**src/rtl/drbg_ctrl.sv**
```systemverilog
// CTR_DRBG command scheduler: checks preconditions, sequences engines over start/done, owns key/V/counter.
// Latency: checked-out cmds respond at cycle 2, engine ops one cycle after done; cmd_ready only in IDLE (host holds cmd_valid).
module drbg_ctrl #(
  parameter logic [31:0] RESEED_INTERVAL = 32'h0001_0000,
  parameter int unsigned TIMEOUT_CYCLES  = 1024
) (
  input  logic         clk,
  input  logic         rst_n,
  input  logic         cmd_valid,
  input  logic [1:0]   cmd_op,
  output logic         cmd_ready,
  output logic         inst_start,
  input  logic         inst_done,
  input  logic [255:0] inst_key,
  input  logic [127:0] inst_v,
  output logic         rsd_start,
  input  logic         rsd_done,
  input  logic [255:0] rsd_key,
  input  logic [127:0] rsd_v,
  output logic         gen_start,
  input  logic         gen_done,
  input  logic [255:0] gen_key,
  input  logic [127:0] gen_v,
  output logic [255:0] key,
  output logic [127:0] v,
  output logic [31:0]  reseed_counter,
  output logic         instantiated,
  output logic         resp_valid,
  output logic [1:0]   resp_status
);

  localparam logic [1:0] OP_INST   = 2'b00;
  localparam logic [1:0] OP_RSD    = 2'b01;
  localparam logic [1:0] OP_GEN    = 2'b10;
  localparam logic [1:0] OP_UNINST = 2'b11;

  localparam logic [1:0] STS_OK         = 2'b00;
  localparam logic [1:0] STS_NOT_INST   = 2'b01;
  localparam logic [1:0] STS_RESEED_REQ = 2'b10;
  localparam logic [1:0] STS_TIMEOUT    = 2'b11;

  localparam int unsigned   WDW     = $clog2(TIMEOUT_CYCLES + 1);
  localparam logic [WDW-1:0] WD_LAST = WDW'(TIMEOUT_CYCLES - 1);

  typedef enum logic [1:0] {
    ST_IDLE,
    ST_DISPATCH,
    ST_WAIT,
    ST_RESP
  } state_t;

  state_t           state;
  logic [1:0]       op_q;
  logic             launch_q;
  logic [1:0]       pre_status_q;
  logic [WDW-1:0]   wd_cnt;

  logic             pre_launch;
  logic [1:0]       pre_status;
  logic             eng_done;
  logic [255:0]     eng_key;
  logic [127:0]     eng_v;

  assign cmd_ready = (state == ST_IDLE);

  // Working state is frozen while IDLE, so evaluating the checks at accept gives the same
  // verdict DISPATCH would, and lets the start pulse be a plain register during DISPATCH.
  always_comb begin
    pre_launch = 1'b0;
    pre_status = STS_OK;
    if ((cmd_op == OP_RSD || cmd_op == OP_GEN) && !instantiated) begin
      pre_status = STS_NOT_INST;
    end else if (cmd_op == OP_GEN && reseed_counter > RESEED_INTERVAL) begin
      pre_status = STS_RESEED_REQ;
    end else if (cmd_op != OP_UNINST) begin
      pre_launch = 1'b1;
    end
  end

  // Only the dispatched engine's done is listened to.
  always_comb begin
    eng_done = 1'b0;
    eng_key  = gen_key;
    eng_v    = gen_v;
    case (op_q)
      OP_INST: begin
        eng_done = inst_done;
        eng_key  = inst_key;
        eng_v    = inst_v;
      end
      OP_RSD: begin
        eng_done = rsd_done;
        eng_key  = rsd_key;
        eng_v    = rsd_v;
      end
      OP_GEN: begin
        eng_done = gen_done;
        eng_key  = gen_key;
        eng_v    = gen_v;
      end
      default: begin
        eng_done = 1'b0;
      end
    endcase
  end

  always_ff @(posedge clk or negedge rst_n) begin
    if (!rst_n) begin
      state          <= ST_IDLE;
      op_q           <= OP_INST;
      launch_q       <= 1'b0;
      pre_status_q   <= STS_OK;
      wd_cnt         <= '0;
      inst_start     <= 1'b0;
      rsd_start      <= 1'b0;
      gen_start      <= 1'b0;
      key            <= '0;
      v              <= '0;
      reseed_counter <= '0;
      instantiated   <= 1'b0;
      resp_valid     <= 1'b0;
      resp_status    <= STS_OK;
    end else begin
      inst_start <= 1'b0;
      rsd_start  <= 1'b0;
      gen_start  <= 1'b0;
      resp_valid <= 1'b0;
      case (state)
        ST_IDLE: begin
          if (cmd_valid) begin
            op_q         <= cmd_op;
            launch_q     <= pre_launch;
            pre_status_q <= pre_status;
            inst_start   <= pre_launch && (cmd_op == OP_INST);
            rsd_start    <= pre_launch && (cmd_op == OP_RSD);
            gen_start    <= pre_launch && (cmd_op == OP_GEN);
            state        <= ST_DISPATCH;
          end
        end
        ST_DISPATCH: begin
          wd_cnt <= '0;
          if (launch_q) begin
            state <= ST_WAIT;
          end else begin
            if (op_q == OP_UNINST) begin
              key            <= '0;
              v              <= '0;
              reseed_counter <= '0;
              instantiated   <= 1'b0;
            end
            resp_valid  <= 1'b1;
            resp_status <= pre_status_q;
            state       <= ST_RESP;
          end
        end
        ST_WAIT: begin
          // A done arriving in the expiry cycle takes precedence over the watchdog.
          if (eng_done) begin
            key <= eng_key;
            v   <= eng_v;
            if (op_q == OP_GEN) begin
              if (reseed_counter != 32'hFFFF_FFFF) begin
                reseed_counter <= reseed_counter + 32'd1;
              end
            end else begin
              reseed_counter <= 32'd1;
            end
            if (op_q == OP_INST) begin
              instantiated <= 1'b1;
            end
            resp_valid  <= 1'b1;
            resp_status <= STS_OK;
            state       <= ST_RESP;
          end else if (wd_cnt == WD_LAST) begin
            key            <= '0;
            v              <= '0;
            reseed_counter <= '0;
            instantiated   <= 1'b0;
            resp_valid     <= 1'b1;
            resp_status    <= STS_TIMEOUT;
            state          <= ST_RESP;
          end else begin
            wd_cnt <= wd_cnt + WDW'(1);
          end
        end
        ST_RESP: begin
          state <= ST_IDLE;
        end
        default: begin
          state <= ST_IDLE;
        end
      endcase
    end
  end

  a_start_onehot: assert property (@(posedge clk) disable iff (!rst_n)
    $onehot0({inst_start, rsd_start, gen_start}));
  a_resp_in_resp: assert property (@(posedge clk) disable iff (!rst_n)
    resp_valid |-> (state == ST_RESP));
  a_start_in_dispatch: assert property (@(posedge clk) disable iff (!rst_n)
    (inst_start | rsd_start | gen_start) |-> (state == ST_DISPATCH));

endmodule

```
**config.mk**
```make
export PLATFORM = sky130hd
export DESIGN_NAME = drbg_ctrl
export DESIGN_NICKNAME = d
export VERILOG_FILES = /design/src/rtl/drbg_ctrl.sv
export SDC_FILE = /design/constraint.sdc
export NUM_CORES = 1
export LEC_CHECK = 0
export CAP_MARGIN = 20
export CORE_AREA = 5 5 619 621
export CTS_BUF_LIST = sky130_fd_sc_hd__clkbuf_4 sky130_fd_sc_hd__clkbuf_8 sky130_fd_sc_hd__clkbuf_16
export DETAILED_ROUTE_END_ITERATION = 7
export DIE_AREA = 0 0 624 626
export PLACE_DENSITY_LB_ADDON = 0.1
export SYNTH_ARGS = -nofsm -noshare
export SYNTH_HDL_FRONTEND = slang
export SYNTH_SLANG_ARGS = --single-unit
export TNS_END_PERCENT = 50
```
**constraint.sdc**
```tcl
create_clock -name clk -period 2.9 [get_ports clk]
set_clock_uncertainty 0.05 [all_clocks]
set_input_delay 0.29 -clock clk [delete_from_list [all_inputs] [get_ports clk]]
set_output_delay 0.29 -clock clk [all_outputs]
set_load 0.03 [all_outputs]
```
* After elaboration in Yosys (flattened, before gate mapping)
Index checks and enable logic that the tools add are counted.
Operators by class: equal/unequal tests 19, magnitude comparators 1, reduce and logical (&&, ||, !) cells 18, mux-type cells 52, $add $sub $neg 2
Operators with widths (count):
- $mux W256 | 4
- $pmux W256 S2 | 2
- $mux W128 | 4
- $pmux W128 S2 | 2
- $mux W32 | 6
- $pmux W32 S2 | 1
- $add A32 B1 Y32 const B | 1
- $gt A32 B17 Y1 const B | 1
- $ne A32 B32 Y1 const B | 1
- $mux W11 | 2
- $pmux W11 S2 | 1
- $mux W1 | 18
- $mux W2 | 7
- $ne A2 B2 Y1 const B | 6
- $add A11 B1 Y11 const B | 1
- $eq A11 B10 Y1 const B | 1
- $eq A2 B2 Y1 const B | 5
- $reduce_and A5 Y1 | 2
- $pmux W2 S4 | 1
- $eq A2 B1 Y1 const B | 3
- $logic_not A2 Y1 | 3
- $ne A3 B3 Y1 const B | 2
- $reduce_and A3 Y1 | 2
- $logic_and A1 B1 Y1 | 5
- other kinds (9) | 11
Storage, ports and cells: output and inout bits 424, word-level logic and storage cells 106, flip-flop bits (word level) 441, input bits 1160

* Longest topological paths before layout
depth after elaboration 7, gate-level depth with buffers 11, gate-level depth less buffers 7

* Worst setup path before layout
Ideal clock, no wire load.
path type reg2reg, from reg reseed_counter[0], to reg reseed_counter[23], period minus slack after synthesis 2.314 ns, arrival time 2.138 ns, library setup time 0.126 ns, buffers on the path 1, path slack 0.586 ns, stages on the path, launching flop included 7, required time 2.724 ns, cell sequence dfrtp_1 -> ha_1 -> nand3_2 -> nor4_4 -> a31oi_2 -> buf_4 -> a221o_1
Between the ends: cells in the longest elaborated chain, start to end 5, elaborated cells between the ends (all ways) 8, classes of those cells add/sub (1); eq/ne (2); mux (4); reduce/logical (1)
RTL lines:
- start, declared | RTL line 26 | output logic [31:0] reseed_counter,
- start signal, assigned | RTL line 163 | reseed_counter <= reseed_counter + 32'd1;
- $add A32 B1 Y32 | RTL line 163
- $mux W32 | RTL line 162 | if (reseed_counter != 32'hFFFF_FFFF) begin
- $mux W32 | RTL line 161 | if (op_q == OP_GEN) begin
- $mux W32 | RTL line 158 | if (eng_done) begin
- $pmux W32 S2 | RTL line 128 | case (state)
Parallel ways exist; a longest one is shown, timed or not. The select of a mux whose other input is x is not followed. A chain may end at the register's enable or synchronous reset.

* Worst setup path after layout
from reg v[11], to out v[11]
RTL lines:
- start, declared | RTL line 25 | output logic [127:0] v,
- start signal, assigned | RTL line 160 | v <= eng_v;
No word-level cell between the ends.

==> impl_metrics.csv <==
group,metric,value,unit
clocking,cts_tree,"built",
setup_path,path_depth,1,
route,drc,0,
setup_path,r2r-start,"op_q[0]$_DFFE_PN0P_",
logic_synthesis,yosys_warnings,0,
pwr,p_total,49.1,mW
pwr,ir_drop,372,uV
die,core_area,377000,um2
logic_synthesis,synth_ff_type,"dfrtp_1",
sta,tightest_slew,889,ps
clocking,h-tree-depth,3,
cells_and_area,syn2layout_area_growth,98.4,%
setup_path,crit_buf_inv,1,
setup_path,worstPathRequired,2560,ps
setup_path,crit_type,"reg2out",
clocking,clock_path_buffers,4,
setup_path,cp_max_fo,2,
pwr,power.density,965,nW/um2
route,antenna_left,0,
route,dr.pass1.iters,5,
pwr,swShare,50.1,%
sta,report.final.slew_viol_count,0,
pwr,pwr-share-seq,21.0,%
place,dp_hpwl,253000,um
sta,whs,50.7,ps
setup_path,critPathSlowestCell,"clkdlybuf4s50_1",
logic_synthesis,async_flop_share,100,%
route,postRouteWirelength,292000,um
place,gp_congestion,0.850,
worst_hold_path,hold_class,"in2async",
pwr,clock_power_share,19.6,%
pwr,p_leak,19.2,nW
logic_synthesis,synth-seq-area-share,43.1,%
global_routing,antenna_found_initial,264,
setup_path,r2r_slack,350,ps
clocking,cts_num_sinks,441,
global_routing,grt_pass1_wl,362000,um
global_routing,grt_usage,14.3,%
global_routing,grt.overflow.total,0,
sta,slew_headroom,40.7,%
setup_path,cp-end-kind,"output pin",
cells_and_area,drive_gt1_share,6.75,%
route,num_vias,30000,
pwr,comb_power_share,59.4,%
die,die_h,626,um
sta,hold_viol,0,
logic_synthesis,ys_types,57,
setup_path,critPathLaunch,"v[11]$_DFFE_PN0P_",
clocking,numCtsBuffers,78,
cells_and_area,nFillCells,43100,
logic_synthesis,syn-num-nets,4110,
setup_path,critPathCapture,"v[11]",
cells_and_area,nNetsFinal,5643,
route,routedWlPerCell,30.5,um
run_status,status,"finished, final reports clean",
setup_path,r2r_cells,8,
logic_synthesis,synthCells,2940,
setup_path,worstPathCellList,"clkdlybuf4s50_1",
place,port-buffer-count,1583,
pwr,internal_power,24.5,mW
global_routing,grt_start_max_net_pins,125,
logic_synthesis,synth_area_per_cell,8.72,um2
die,rows,226,
sta,min_period,2600,ps
clocking,clk_pin_slew,60,ps
setup_path,cp.arrival,2260,ps
die,initial_utilization,6.80,%
die,io_pins,1584,
setup_path,crit_family,"buffers and inverters",
route,drt_first_iter_violations,1776,
logic_synthesis,netlist_area,25600,um2
clocking,clock-root-buffer,"clkbuf_16",
die,die_x,624,um
sta,finalSetupViolations,0,
clocking,cts_setup_buffers,0,
sta,fmax,385,MHz
clocking,insertion_delay,770,ps
run,maxCapViolCount,0,
logic_synthesis,synth-seq-cells,441,
setup_path,max_stage_delay,1060,ps
die,dieArea,391000,um2
pwr,switchingPower,24.6,mW
route,via_per_inst,3.14,
global_routing,first_global_vias,30600,
setup_path,r2r-end,"key[230]$_DFFE_PN0P_",
sta,period_share,89.6,%
setup_path,start_kind,"flop",
logic_synthesis,synth-edff-count,0,
sta,rsz0062_at_grt,"no",
sta,tns,0,ps
-- cell type report --
class | count | area (um2) | share of cell area [%]
Clock inverter | 16 | 278 | 0.546
Tap cell | 5016 | 6280 | 12.3
Multi-Input combinational cell | 2211 | 13400 | 26.4
Timing Repair Buffer | 1729 | 17500 | 34.4
Sequential cell | 441 | 11000 | 21.7
Inverter | 12 | 45.0 | 0.0886
Antenna cell | 32 | 80.1 | 0.157
Clock buffer | 110 | 2240 | 4.41
-- timing repair --
item                                   in CTS  in global routing
endpoints found under the hold margin      48                  0
hold buffers                                3                  0
setup endpoints to repair                   1                  4
resized for setup                           1                  1
-- worst min path at each step --
stage / start / end / slack [ps]
global placement: rst_n / v[77]$_DFFE_PN0P_ / 320
CTS: rst_n / v[82]$_DFFE_PN0P_ / 1
floorplan: rst_n / gen_start$_DFF_PN0_ / -60
global route: rst_n / v[82]$_DFFE_PN0P_ / 50
detailed placement: rst_n / v[77]$_DFFE_PN0P_ / 320
finish: rst_n / v[82]$_DFFE_PN0P_ / 50
-- flip-flops by register name (all words and copies together) (netlist names) --
register        cells
gen_start           1
inst_start          1
instantiated        1
key               256
launch_q            1
op_q                2
pre_status_q        2
reseed_counter     32
resp_status         2
resp_valid          1
rsd_start           1
state               2
v                 128
wd_cnt             11
-- stage by stage --
step	instance area [um2]	setup WS (ps)	instances	util, %
after detailed placement	48200	25.2	9406	12.8
after global routing	50800	124	9540	13.5
final	50900	302	9567	13.5
after floorplan	25600	586	2940	-
after CTS	50800	51.2	9535	13.5
after global placement	48200	38.3	9406	12.8
-- synth_stat cells (4+ instances only) --
master,instances,share of area [%]
ha_1,10,0.49
nor3_1,5,0.098
o21ai_0,24,0.47
nand4_1,16,0.39
nand2b_1,7,0.17
and3_1,15,0.37
mux2i_1,387,15
inv_1,12,0.18
nand3_1,22,0.43
a41oi_1,10,0.34
and2_1,7,0.17
a21oi_1,394,7.7
a31oi_1,31,0.76
buf_2,90,1.8
buf_1,39,0.57
nor4_1,11,0.27
a31o_2,4,0.14
a21o_1,5,0.15
nand2_1,423,6.2
mux2_2,4,0.18
o31ai_1,387,11
nor2_1,404,5.9
dfrtp_1,441,43
clkbuf_1,142,2.1
-- per-layer routing --
| layer | part of all wire [%] | track usage (%) |
|---|---|---|
| met1 | 35 | 14.6 |
| met2 | 53 | 27.1 |
| met3 | 9.5 | 6.22 |
| met4 | 2.1 | 2.26 |
| met5 | 0.23 | 0 |
-- cells by family (layout without fill, tap and decap cells) --
logic type      Yosys count  in the layout  synth area share [%]
compound gates          877            877                  21.6
simple gates            933            933                  14.8
mux                     391            391                  15.3
flops                   441            441                  43.1
buf+inv                 288           1867                  4.73
other cells               0             32                     0
fa+ha+maj                10             10                 0.488
-- power groups by stage --
stage | Clock, mW | Sequential, mW | Combinational, mW
after floorplan | 0 | 13.8 | 10.8
after global placement | 0 | 10.5 | 30.2
after detailed placement | 0 | 10.5 | 30.2
after CTS | 10.2 | 10.5 | 30.3
after global routing | 10.4 | 10.6 | 31.5
final | 9.63 | 10.3 | 29.2
-- cells in the final DEF, fill, tap and decap left out, types with 10 or more instances in the layout --
master / instances
diode_2: 32
o21ai_0: 24
mux2i_1: 386
nor4_1: 11
and3_1: 15
o31ai_1: 387
ha_1: 10
clkbuf_16: 78
nand4_1: 16
clkdlybuf4s50_1: 1570
nand3_1: 22
dfrtp_1: 439
a41oi_1: 10
a31oi_1: 31
a21oi_1: 394
inv_1: 12
buf_12: 45
buf_4: 109
nor2_1: 404
nand2_1: 422
clkbuf_4: 24
No activity file was read; power rests on OpenSTA's default activity.
